--- src/rtl/anc_pkg.sv ---
// Shared types for the ANC adaptive filter datapath (delay, MAC and LMS blocks).
package anc_pkg;

    localparam int SAMPLE_W = 32;

    typedef logic signed [SAMPLE_W-1:0] sample_t;

    typedef enum logic {
        IDLE   = 1'b0,
        STREAM = 1'b1
    } tap_state_t;

endpackage

--- src/rtl/tap_ring_ram.sv ---
// Circular sample history: one synchronous write port, one asynchronous read port, async clear.
module tap_ring_ram #(
    parameter  int DATA_W = 32,
    parameter  int DEPTH  = 8,
    localparam int ADDR_W = $clog2(DEPTH)
) (
    input  logic                     clk,
    input  logic                     rst,
    input  logic                     we,
    input  logic [ADDR_W-1:0]        waddr,
    input  logic signed [DATA_W-1:0] wdata,
    input  logic [ADDR_W-1:0]        raddr,
    output logic signed [DATA_W-1:0] rdata
);

    logic signed [DATA_W-1:0] mem [DEPTH];

    always_ff @(posedge clk or posedge rst) begin
        if (rst) begin
            for (int unsigned i = 0; i < DEPTH; i++) begin
                mem[i] <= '0;
            end
        end else if (we) begin
            mem[waddr] <= wdata;
        end
    end

    assign rdata = mem[raddr];

endmodule

--- src/rtl/tap_history_reader.sv ---
// Stores one reference sample per frame and streams x[n] .. x[n-NTAPS+1] to the MAC engine.
module tap_history_reader
    import anc_pkg::*;
#(
    parameter  int DATA_W = SAMPLE_W,
    parameter  int NTAPS  = 8,
    localparam int IDX_W  = $clog2(NTAPS)
) (
    input  logic                     clk,
    input  logic                     rst,
    input  logic signed [DATA_W-1:0] in_data,
    input  logic                     in_valid,
    output logic                     in_ready,
    output logic signed [DATA_W-1:0] tap_data,
    output logic [IDX_W-1:0]         tap_idx,
    output logic                     tap_valid,
    input  logic                     tap_ready,
    output logic                     tap_last,
    output logic                     overrun
);

    localparam logic [IDX_W-1:0] LAST = IDX_W'(NTAPS - 1);

    tap_state_t state, state_nxt;
    logic [IDX_W-1:0] wr_ptr, wr_ptr_nxt;
    logic [IDX_W-1:0] rd_k, rd_k_nxt;
    logic [IDX_W-1:0] waddr, rd_addr;
    logic signed [DATA_W-1:0] data_nxt, rd_data;
    logic we;

    // wr_ptr always points at the newest sample, so tap k+1 lives at wr_ptr-(k+1).
    assign waddr   = wr_ptr + IDX_W'(1);
    assign rd_addr = wr_ptr - rd_k - IDX_W'(1);

    tap_ring_ram #(
        .DATA_W (DATA_W),
        .DEPTH  (NTAPS)
    ) u_ring (
        .clk   (clk),
        .rst   (rst),
        .we    (we),
        .waddr (waddr),
        .wdata (in_data),
        .raddr (rd_addr),
        .rdata (rd_data)
    );

    always_ff @(posedge clk or posedge rst) begin
        if (rst) begin
            state    <= IDLE;
            wr_ptr   <= '0;
            rd_k     <= '0;
            tap_data <= '0;
        end else begin
            state    <= state_nxt;
            wr_ptr   <= wr_ptr_nxt;
            rd_k     <= rd_k_nxt;
            tap_data <= data_nxt;
        end
    end

    always_comb begin
        state_nxt  = state;
        wr_ptr_nxt = wr_ptr;
        rd_k_nxt   = rd_k;
        data_nxt   = tap_data;
        we         = 1'b0;
        case (state)
            IDLE: begin
                if (in_valid) begin
                    we         = 1'b1;
                    wr_ptr_nxt = waddr;
                    rd_k_nxt   = '0;
                    data_nxt   = in_data;
                    state_nxt  = STREAM;
                end
            end
            STREAM: begin
                if (tap_ready) begin
                    if (rd_k == LAST) begin
                        state_nxt = IDLE;
                    end else begin
                        rd_k_nxt = rd_k + IDX_W'(1);
                        data_nxt = rd_data;
                    end
                end
            end
            default: state_nxt = IDLE;
        endcase
    end

    // Handshake flags decode straight from registered state, so they drop with rst.
    assign in_ready  = (state == IDLE);
    assign tap_valid = (state == STREAM);
    assign tap_idx   = rd_k;
    assign tap_last  = tap_valid && (rd_k == LAST);
    assign overrun   = in_valid && !in_ready;

endmodule

--- config.mk ---
export PLATFORM = sky130hd
export DESIGN_NAME = tap_history_reader
export DESIGN_NICKNAME = d
export VERILOG_FILES = /design/src/rtl/anc_pkg.sv /design/src/rtl/tap_ring_ram.sv /design/src/rtl/tap_history_reader.sv
export SDC_FILE = /design/constraint.sdc
export NUM_CORES = 1
export LEC_CHECK = 0
export ABC_AREA = 1
export CORE_MARGIN = 5
export CORE_UTILIZATION = 60
export DETAILED_ROUTE_END_ITERATION = 8
export PLACE_DENSITY_LB_ADDON = 0.25
export SYNTH_ARGS = -nofsm -noshare
export SYNTH_HDL_FRONTEND = slang
export SYNTH_SLANG_ARGS = --single-unit
--- constraint.sdc ---
create_clock -name clk -period 28 [get_ports clk]
set_clock_uncertainty 0.15 [all_clocks]
set_input_delay 5.6 -clock clk [delete_from_list [all_inputs] [get_ports clk]]
set_output_delay 5.6 -clock clk [all_outputs]
set_load 0.1 [all_outputs]
==> flow_metrics.py, run 1 <==
metrics = {
    "worst_setup_path": {
        "critPathLaunchType": "input port",
        "required_ns": 22.25,
        "path_max_fanout": 2,
        "arrival_ns": 7.39,
        "crit_family": "buffers and inverters",
        "critical_path_buf_inv_count": 3,
        "crit_path_frequent_cell": "clkdlybuf4s50_1",
        "cp_cell_sequence": "clkdlybuf4s50_1 > nand2_1 > inv_1 > clkdlybuf4s50_1",
        "slowest_stage": "clkdlybuf4s50_1",
        "worst_path_largest_cell_delay_ns": 1.12,
        "end_kind": "output port",
        "setup.worst_path.class": "input port to output port",
    },
    "logic_synthesis": {
        "yosysUniqueCellTypes": 26,
        "synth_nets": 2014,
        "synth.cell_area_mm2": 0.0146,
        "postSynthAreaPerCell_um2": 7.38,
        "yosys_register_bits": 295,
        "yosysWarnings": 0,
        "syn_inst": 1973,
        "ys_seq_area_frac": 0.507,
    },
    "routing": {
        "drtIter0Drc": 1233,
        "antenna_left": 0,
        "route.detailed.drc": 0,
        "drt_first_pass_iters": 5,
        "vias_per_cell": 5.31,
        "vias": 12400,
        "wire_per_inst_um": 15.4,
        "totalWireLength_um": 36100,
    },
    "floorplanning": {
        "start_util": 0.604,
        "fp-row-count": 57,
        "core_area_mm2": 0.0241,
        "fp.dieH_um": 166,
        "dieArea_mm2": 0.0275,
        "die_x_um": 166,
        "pin_count": 75,
    },
    "placement": {
        "dpl.hpwl_um": 18700,
        "place_ws_ns": 14.86,
        "globalplace.congestion": 0.764,
        "placed_cell_area_mm2": 0.0154,
        "port_buffers": 74,
    },
    "timing": {
        "setup_violations": 0,
        "timing.final.ws_setup_ns": 14.86,
        "period_minus_slack_ns": 13.14,
        "min_period_over_period": 0.469,
        "hold_violations": 0,
        "grt_setup_unrepaired": "false",
        "slew_headroom": 0.219,
        "slew_viol_final": 0,
        "setup_tns_ns": 0,
        "clock.fmax_mhz": 76.1,
        "tightest_slew_ns": 1.17,
    },
    "grt": {
        "antenna_found_initial": 0,
        "first_global_vias": 12300,
        "track_usage": 0.266,
        "grt_start_max_net_pins": 99,
        "grt_pass1_wl_um": 61200,
        "grt_overflow": 0,
    },
    "layout": {
        "drive_gt1_frac": 0.0536,
        "seq_area_mm2": 0.00738,
        "final_core_util": 0.687,
        "antenna_cells": 0,
        "syn_to_final_growth_pct": 13.8,
        "final_cell_mix": "nand2_1 (714), inv_1 (329), dfrtp_1 (295), o21ai_1 (136), nand3_1 (135)",
        "fillers": 1982,
        "multiInputGateArea_mm2": 0.00544,
        "final_common_cell": "nand2_1",
        "fin_nets": 2033,
        "final_cell_area_mm2": 0.0166,
    },
    "clocking": {
        "postCtsHoldBufs": 0,
        "insertion_delay_ns": 0.51,
        "cts.sinks": 295,
        "root_buffer": "clkbuf_16",
        "htreeDepth": 2,
        "postCtsSetupBuffers": 0,
        "cts_tree": "yes",
        "cts.path.max_buffers": 3,
        "clkSlewWorstSetupHoldPaths_ns": 0.05,
        "cts_buffers": 34,
        "cts_resized": 0,
    },
    "job": {
        "drv_cap": 0,
    },
    "min_path": {
        "hp-class": "register to register",
    },
    "status": {
        "status": "complete, no violations",
    },
}
-- path summary, 6_finish.rpt --
path	start	end	slack [ns]	depth (start not counted)
max	in_valid	overrun	14.86	4
min	u_ring.mem[43]	u_ring.mem[43]	0.33	2
max reg2reg	wr_ptr[0]	tap_data[30]	24.10	10
min reg2reg	u_ring.mem[43]	u_ring.mem[43]	0.33	2
max in group asynchronous	rst	u_ring.mem[234]	20.21	4
min in group asynchronous	rst	wr_ptr[2]	5.42	2
-- flip-flops by register name (all words and copies together), names as in the netlist --
register,count
tap_data,32
tap_idx,3
tap_valid,1
wr_ptr,3
u_ring.mem,256
-- area by class of cell --
| cell class | count | share of cell area |
|---|---|---|
| multi-input cells | 1234 | 0.329 |
| inverters | 335 | 0.0766 |
| clock buffers | 49 | 0.0622 |
| repair buffers | 92 | 0.0529 |
| clock inverters | 10 | 0.00959 |
| flip-flops and latches | 295 | 0.446 |
| well taps | 324 | 0.0245 |
-- tightest hold or removal path, delay by kind of cell, from the launching register on --
family / cells / cell delay (ns)
compound gates: 1 / 0.06
simple gates: 1 / 0.05
flops: 1 / 0.34
-- cells by family (layout without fill, tap and decap cells) --
family          count (synthesis)  in the layout  synth area share
compound gates                328            328             0.113
xor+xnor                        2              2           0.00172
fa+ha+maj                       5              5           0.00481
buf+inv                       444            486             0.121
flops                         295            295             0.507
simple gates                  899            899             0.252
-- through the flow --
stage / hold WS (ns) / std cells
after floorplan: 0.303 / 1973
after detailed placement: 0.323 / 2280
final: 0.332 / 2339
after CTS: 0.335 / 2339
after global routing: 0.351 / 2339
after global placement: 0.315 / 2280
-- layer usage --
layer	vias up	routed length, um	part of all wire	GRT usage
li1	6039	-	-	-
met1	5898	15400	0.42	0.354
met2	429	17500	0.48	0.457
met3	58	2520	0.070	0.0421
met4	0	736	0.020	0.0717
met5	-	0	0	0
-- cell usage after synthesis --
master,count,share of area
buf_4,2,0.0010
buf_1,8,0.0021
nand2_1,714,0.18
or2_1,23,0.0099
nand2_2,8,0.0034
o21ai_1,136,0.047
clkbuf_2,3,0.0010
dfrtp_1,295,0.51
o21ai_0,126,0.043
nor2_2,7,0.0030
clkbuf_1,35,0.0090
xor2_1,1,0.00060
a21oi_1,64,0.022
ha_1,4,0.0034
nor2_1,1,0.00026
buf_2,61,0.021
inv_4,1,0.00043
xnor2_2,1,0.0011
inv_2,3,0.00077
or2_2,9,0.0039
nand3_1,135,0.046
o21ai_2,2,0.0012
nor2_4,1,0.00077
inv_1,331,0.085
fa_1,1,0.0014
nand2_4,1,0.00077
Power of run 1 is not shown: default switching activity piles up to over one toggle a cycle in this logic, so the estimate is an artifact.
==> inputs of run 2 (changes only) <==
CORE_UTILIZATION = 55   (was 60)
clock period = 11.8 ns   (was 28 ns; I/O delays follow)
==> run 2 against run 1 <==
Compared with the run above:
- via count shrank 2.8%
- global-route usage down 2.8 points
- non-clock buffer count is 1 lower
- clock-buffer cell count grew 5
- sequential share of layout area is 0.11 points higher
- wire length down 0.43%
- die area grew 8.5%
- first-iteration DRC count down 9.3%
- critical path depth unchanged
- final cell count is 0.51% higher
- critical path type unchanged
- largest cell class unchanged
==> flow_metrics.py, run 2 (synthesis gave the netlist of run 1 again) <==
metrics = {
    "worst_setup_path": {
        "reg2reg_from": "tap_idx[0]",
        "critPathLaunchType": "input port",
        "required_ns": 9.29,
        "setup.worst_path.class": "input port to output port",
        "path_max_fanout": 2,
        "crit_start": "in_valid",
        "rrSetupSlack_ns": 7.89,
        "r2r_cells": 11,
        "end_kind": "output port",
        "arrival_ns": 4.16,
        "r2r-end": "tap_data[8]",
    },
    "grt": {
        "antenna_found_initial": 0,
        "grt_pass1_wl_um": 59700,
        "first_global_vias": 11600,
        "grt_overflow": 0,
        "track_usage": 0.238,
        "grt_start_max_net_pins": 140,
    },
    "clocking": {
        "postCtsHoldBufs": 0,
        "cts_resized": 0,
        "htreeDepth": 2,
        "cts.sinks": 295,
        "clkSlewWorstSetupHoldPaths_ns": 0.05,
        "root_buffer": "clkbuf_16",
        "cts.path.max_buffers": 3,
        "postCtsSetupBuffers": 0,
        "cts_tree": "yes",
        "insertion_delay_ns": 0.51,
        "cts_buffers": 34,
    },
    "timing": {
        "whs_ns": 0.331,
        "slew_headroom": 0.223,
        "setup_violations": 0,
        "slew_viol_final": 0,
        "tightest_slew_ns": 1.16,
        "min_period_over_period": 0.565,
        "clock.fmax_mhz": 150,
        "setup_tns_ns": 0,
        "period_minus_slack_ns": 6.67,
        "grt_setup_unrepaired": "false",
        "hold_violations": 0,
    },
    "layout": {
        "stdcell_count": 2351,
        "final_cell_mix": "nand2_1 (714), inv_1 (329), dfrtp_1 (295), o21ai_1 (136), nand3_1 (135)",
        "largest_reg_flops": 256,
        "final_core_util": 0.634,
        "seq_area_mm2": 0.00738,
        "largestRegisters": "u_ring.mem x256, tap_data x32",
        "antenna_cells": 0,
        "drive_gt1_frac": 0.0516,
        "largest-register": "u_ring.mem",
        "syn_to_final_growth_pct": 13.5,
        "multiInputGateArea_mm2": 0.00544,
        "fin_nets": 2032,
        "fillers": 2329,
        "final_common_cell": "nand2_1",
    },
    "floorplanning": {
        "start_util": 0.559,
        "fp.dieH_um": 173,
        "fp-row-count": 59,
        "dieArea_mm2": 0.0298,
        "die_x_um": 173,
        "core_area_mm2": 0.0261,
        "pin_count": 75,
    },
    "min_path": {
        "worstHoldStart": "u_ring.mem[34]",
        "hp-class": "register to register",
        "hold_path_end": "u_ring.mem[34]",
        "min_path_cells": 2,
    },
    "routing": {
        "vias": 12100,
        "route.detailed.drc": 0,
        "drt_first_pass_iters": 5,
        "drtIter0Drc": 1118,
        "wire_per_inst_um": 15.3,
        "totalWireLength_um": 36000,
        "antenna_left": 0,
        "vias_per_cell": 5.14,
    },
    "placement": {
        "globalplace.congestion": 0.760,
        "port_buffers": 74,
        "dpl.hpwl_um": 18900,
        "dpl.cell_count": 2290,
    },
    "job": {
        "drv_cap": 0,
    },
    "status": {
        "status": "complete, no violations",
    },
}
## run 2: area by class of cell
cell class                 count  share of cell area
inverter                     335              0.0768
timing repair buffer          91              0.0526
multi-input combinational   1234               0.329
clock inverter                 7             0.00553
clock buffer                  54              0.0635
sequential                   295               0.447
tap                          335              0.0254
## run 2: how the worst max path moves through the flow
| stage | end | slack [ns] | cells past startpoint |
|---|---|---|---|
| 2_1_floorplan | tap_data[0] | 1.14 | 1 |
| 3_3_place_gp | overrun | 5.11 | 4 |
| 3_5_place_dp | overrun | 5.14 | 4 |
| 4_1_cts | overrun | 5.13 | 4 |
| 5_1_grt | overrun | 5.10 | 4 |
| 6_report | overrun | 5.13 | 4 |
## run 2: stage by stage
stage	instance area (um2)	setup WS (ns)
after floorplan	14600	1.14
after global placement	15400	5.11
after detailed placement	15400	5.14
after CTS	16500	5.13
after global routing	16500	5.10
final	16500	5.13
## run 2: critical path: stages
cell and delay [ns]:
clkdlybuf4s50_1 0.52, nand2_1 0.06, inv_1 0.08, clkdlybuf4s50_1 1.13
## run 2: per-layer routing
| layer | vias up | wire length [um] | global-route usage |
|---|---|---|---|
| met5 | - | 0 | 0 |
| met4 | 0 | 623 | 0.0547 |
| met3 | 44 | 2220 | 0.0362 |
| met2 | 333 | 17100 | 0.394 |
| met1 | 5658 | 16100 | 0.334 |
| li1 | 6038 | - | - |
Power of run 2 is left out for the same reason.
==> inputs of run 3 (changes only) <==
CORE_UTILIZATION = 60   (was 55)
clock period = 6.85 ns   (was 11.8 ns; I/O delays follow)
==> run 3 against run 2 <==
Compared with the run above:
- worst hold slack gained 0.0014 ns
- critical path depth fell by 1
- sequential cell count unchanged
- setup slack got worse by 3.2 ns
- die area decreased by 7.9%
- first-iteration DRC count increased by 12%
- sequential share of layout area barely moved
- via count up 1.9%
- wire length shrank 1.1%
- non-clock buffer count increased by 1
- register-to-register slack worse by 5.1 ns
- final cell count decreased by 0.60%
- largest cell class unchanged
- highest routed layer unchanged
==> flow_metrics.py, run 3 (synthesis gave the netlist of run 1 again) <==
metrics = {
    "timing": {
        "period_minus_slack_ns": 4.93,
        "slew_headroom": 0.247,
        "setup_tns_ns": 0,
        "grt_setup_unrepaired": "false",
        "min_period_over_period": 0.720,
        "hold_violations": 0,
        "setup_violations": 0,
        "slew_viol_final": 0,
        "tightest_slew_ns": 1.13,
        "clock.fmax_mhz": 203,
    },
    "worst_setup_path": {
        "r2r_cells": 11,
        "path_max_fanout": 39,
        "critPathLaunchType": "register",
        "end_kind": "output port",
        "r2r-end": "tap_data[27]",
        "reg2reg_from": "tap_idx[0]",
        "setup.worst_path.class": "register to output port",
        "arrival_ns": 3.41,
        "required_ns": 5.33,
        "rrSetupSlack_ns": 2.77,
    },
    "clocking": {
        "cts_tree": "yes",
        "cts.sinks": 295,
        "clkSlewWorstSetupHoldPaths_ns": 0.06,
        "cts.path.max_buffers": 3,
        "cts_buffers": 31,
        "postCtsHoldBufs": 0,
        "htreeDepth": 1,
        "insertion_delay_ns": 0.56,
        "cts_resized": 0,
        "root_buffer": "clkbuf_16",
        "postCtsSetupBuffers": 0,
    },
    "layout": {
        "final_common_cell": "nand2_1",
        "largest_reg_flops": 256,
        "stdcell_count": 2337,
        "syn_to_final_growth_pct": 13.5,
        "largestRegisters": "u_ring.mem x256, tap_data x32",
        "antenna_cells": 0,
        "fin_nets": 2030,
        "drive_gt1_frac": 0.0551,
        "largest-register": "u_ring.mem",
        "final_cell_area_mm2": 0.0165,
        "final_cell_mix": "nand2_1 (714), inv_1 (329), dfrtp_1 (295), o21ai_1 (136), nand3_1 (135)",
    },
    "grt": {
        "antenna_found_initial": 0,
        "first_global_vias": 12000,
        "grt_start_max_net_pins": 169,
        "track_usage": 0.259,
        "grt_pass1_wl_um": 60100,
        "grt_overflow": 0,
    },
    "routing": {
        "drtIter0Drc": 1253,
        "vias_per_cell": 5.27,
        "antenna_left": 0,
        "drt_first_pass_iters": 5,
        "totalWireLength_um": 35600,
        "wire_per_inst_um": 15.2,
        "vias": 12300,
        "route.detailed.drc": 0,
    },
    "placement": {
        "dpl.cell_count": 2280,
        "dpl.hpwl_um": 18600,
        "globalplace.congestion": 0.771,
        "port_buffers": 74,
        "placed_cell_area_mm2": 0.0154,
    },
    "status": {
        "status": "complete, no violations",
    },
    "floorplanning": {
        "fp-row-count": 57,
        "start_util": 0.604,
        "fp.dieH_um": 166,
        "dieArea_mm2": 0.0275,
        "die_x_um": 166,
        "core_area_mm2": 0.0241,
        "pin_count": 75,
    },
    "min_path": {
        "worstHoldStart": "u_ring.mem[45]",
        "hold_path_end": "u_ring.mem[45]",
        "hp-class": "register to register",
        "min_path_cells": 2,
    },
    "job": {
        "drv_cap": 0,
    },
}
run 3: changes by cell type in the layout (fill, tap and decap cells not counted):
cell / before / now
buf_12: 0 / 1
clkbuf_16: 37 / 31
clkinv_2: 5 / 11
bufinv_16: 2 / 8
clkbuf_1: 11 / 1
inv_6: 0 / 1
clkbuf_8: 6 / 3
inv_8: 2 / 0
clkinvlp_4: 0 / 4
run 3: worst max-delay path by stage:
| stage | cells after the start | slack, ns | from | end |
|---|---|---|---|---|
| 6_report | 3 | 1.92 | tap_valid | in_ready |
| 5_1_grt | 3 | 1.83 | tap_valid | in_ready |
| 4_1_cts | 3 | 1.91 | tap_valid | in_ready |
| 3_5_place_dp | 4 | 2.19 | in_valid | overrun |
| 3_3_place_gp | 4 | 2.18 | in_valid | overrun |
| 2_1_floorplan | 1 | 1.41 | rst | tap_data[0] |
run 3: worst max-delay path, cell delays in order (launching register included):
cell	delay [ns]
dfrtp_1	0.69
buf_4	0.41
inv_4	0.47
clkdlybuf4s50_1	1.25
run 3: stage by stage:
| stage | worst slack [ns] | util | hold slack [ns] |
|---|---|---|---|
| 5_1_grt | 1.83 | 0.686 | 0.351 |
| 4_1_cts | 1.91 | 0.686 | 0.338 |
| 3_3_place_gp | 2.18 | 0.638 | 0.316 |
| 2_1_floorplan | 1.41 | - | 0.303 |
| 3_5_place_dp | 2.19 | 0.638 | 0.323 |
| 6_report | 1.92 | 0.686 | 0.332 |
run 3: final cells by class:
cell class,instances,area (um2)
clock buffer,35,821
clock inverter,22,322
fill,2020,7580
inverter,335,1260
multi-input combinational,1234,5440
sequential,295,7380
tap,324,405
timing repair buffer,92,888
run 3: routing by layer:
metal | wire length (um) | track usage | up-vias
met4 | 828 | 0.0725 | 0
met2 | 16400 | 0.425 | 394
met5 | 0 | 0 | -
li1 | - | - | 6031
met3 | 2560 | 0.0331 | 71
met1 | 15700 | 0.367 | 5812
Power of run 3 is left out for the same reason.
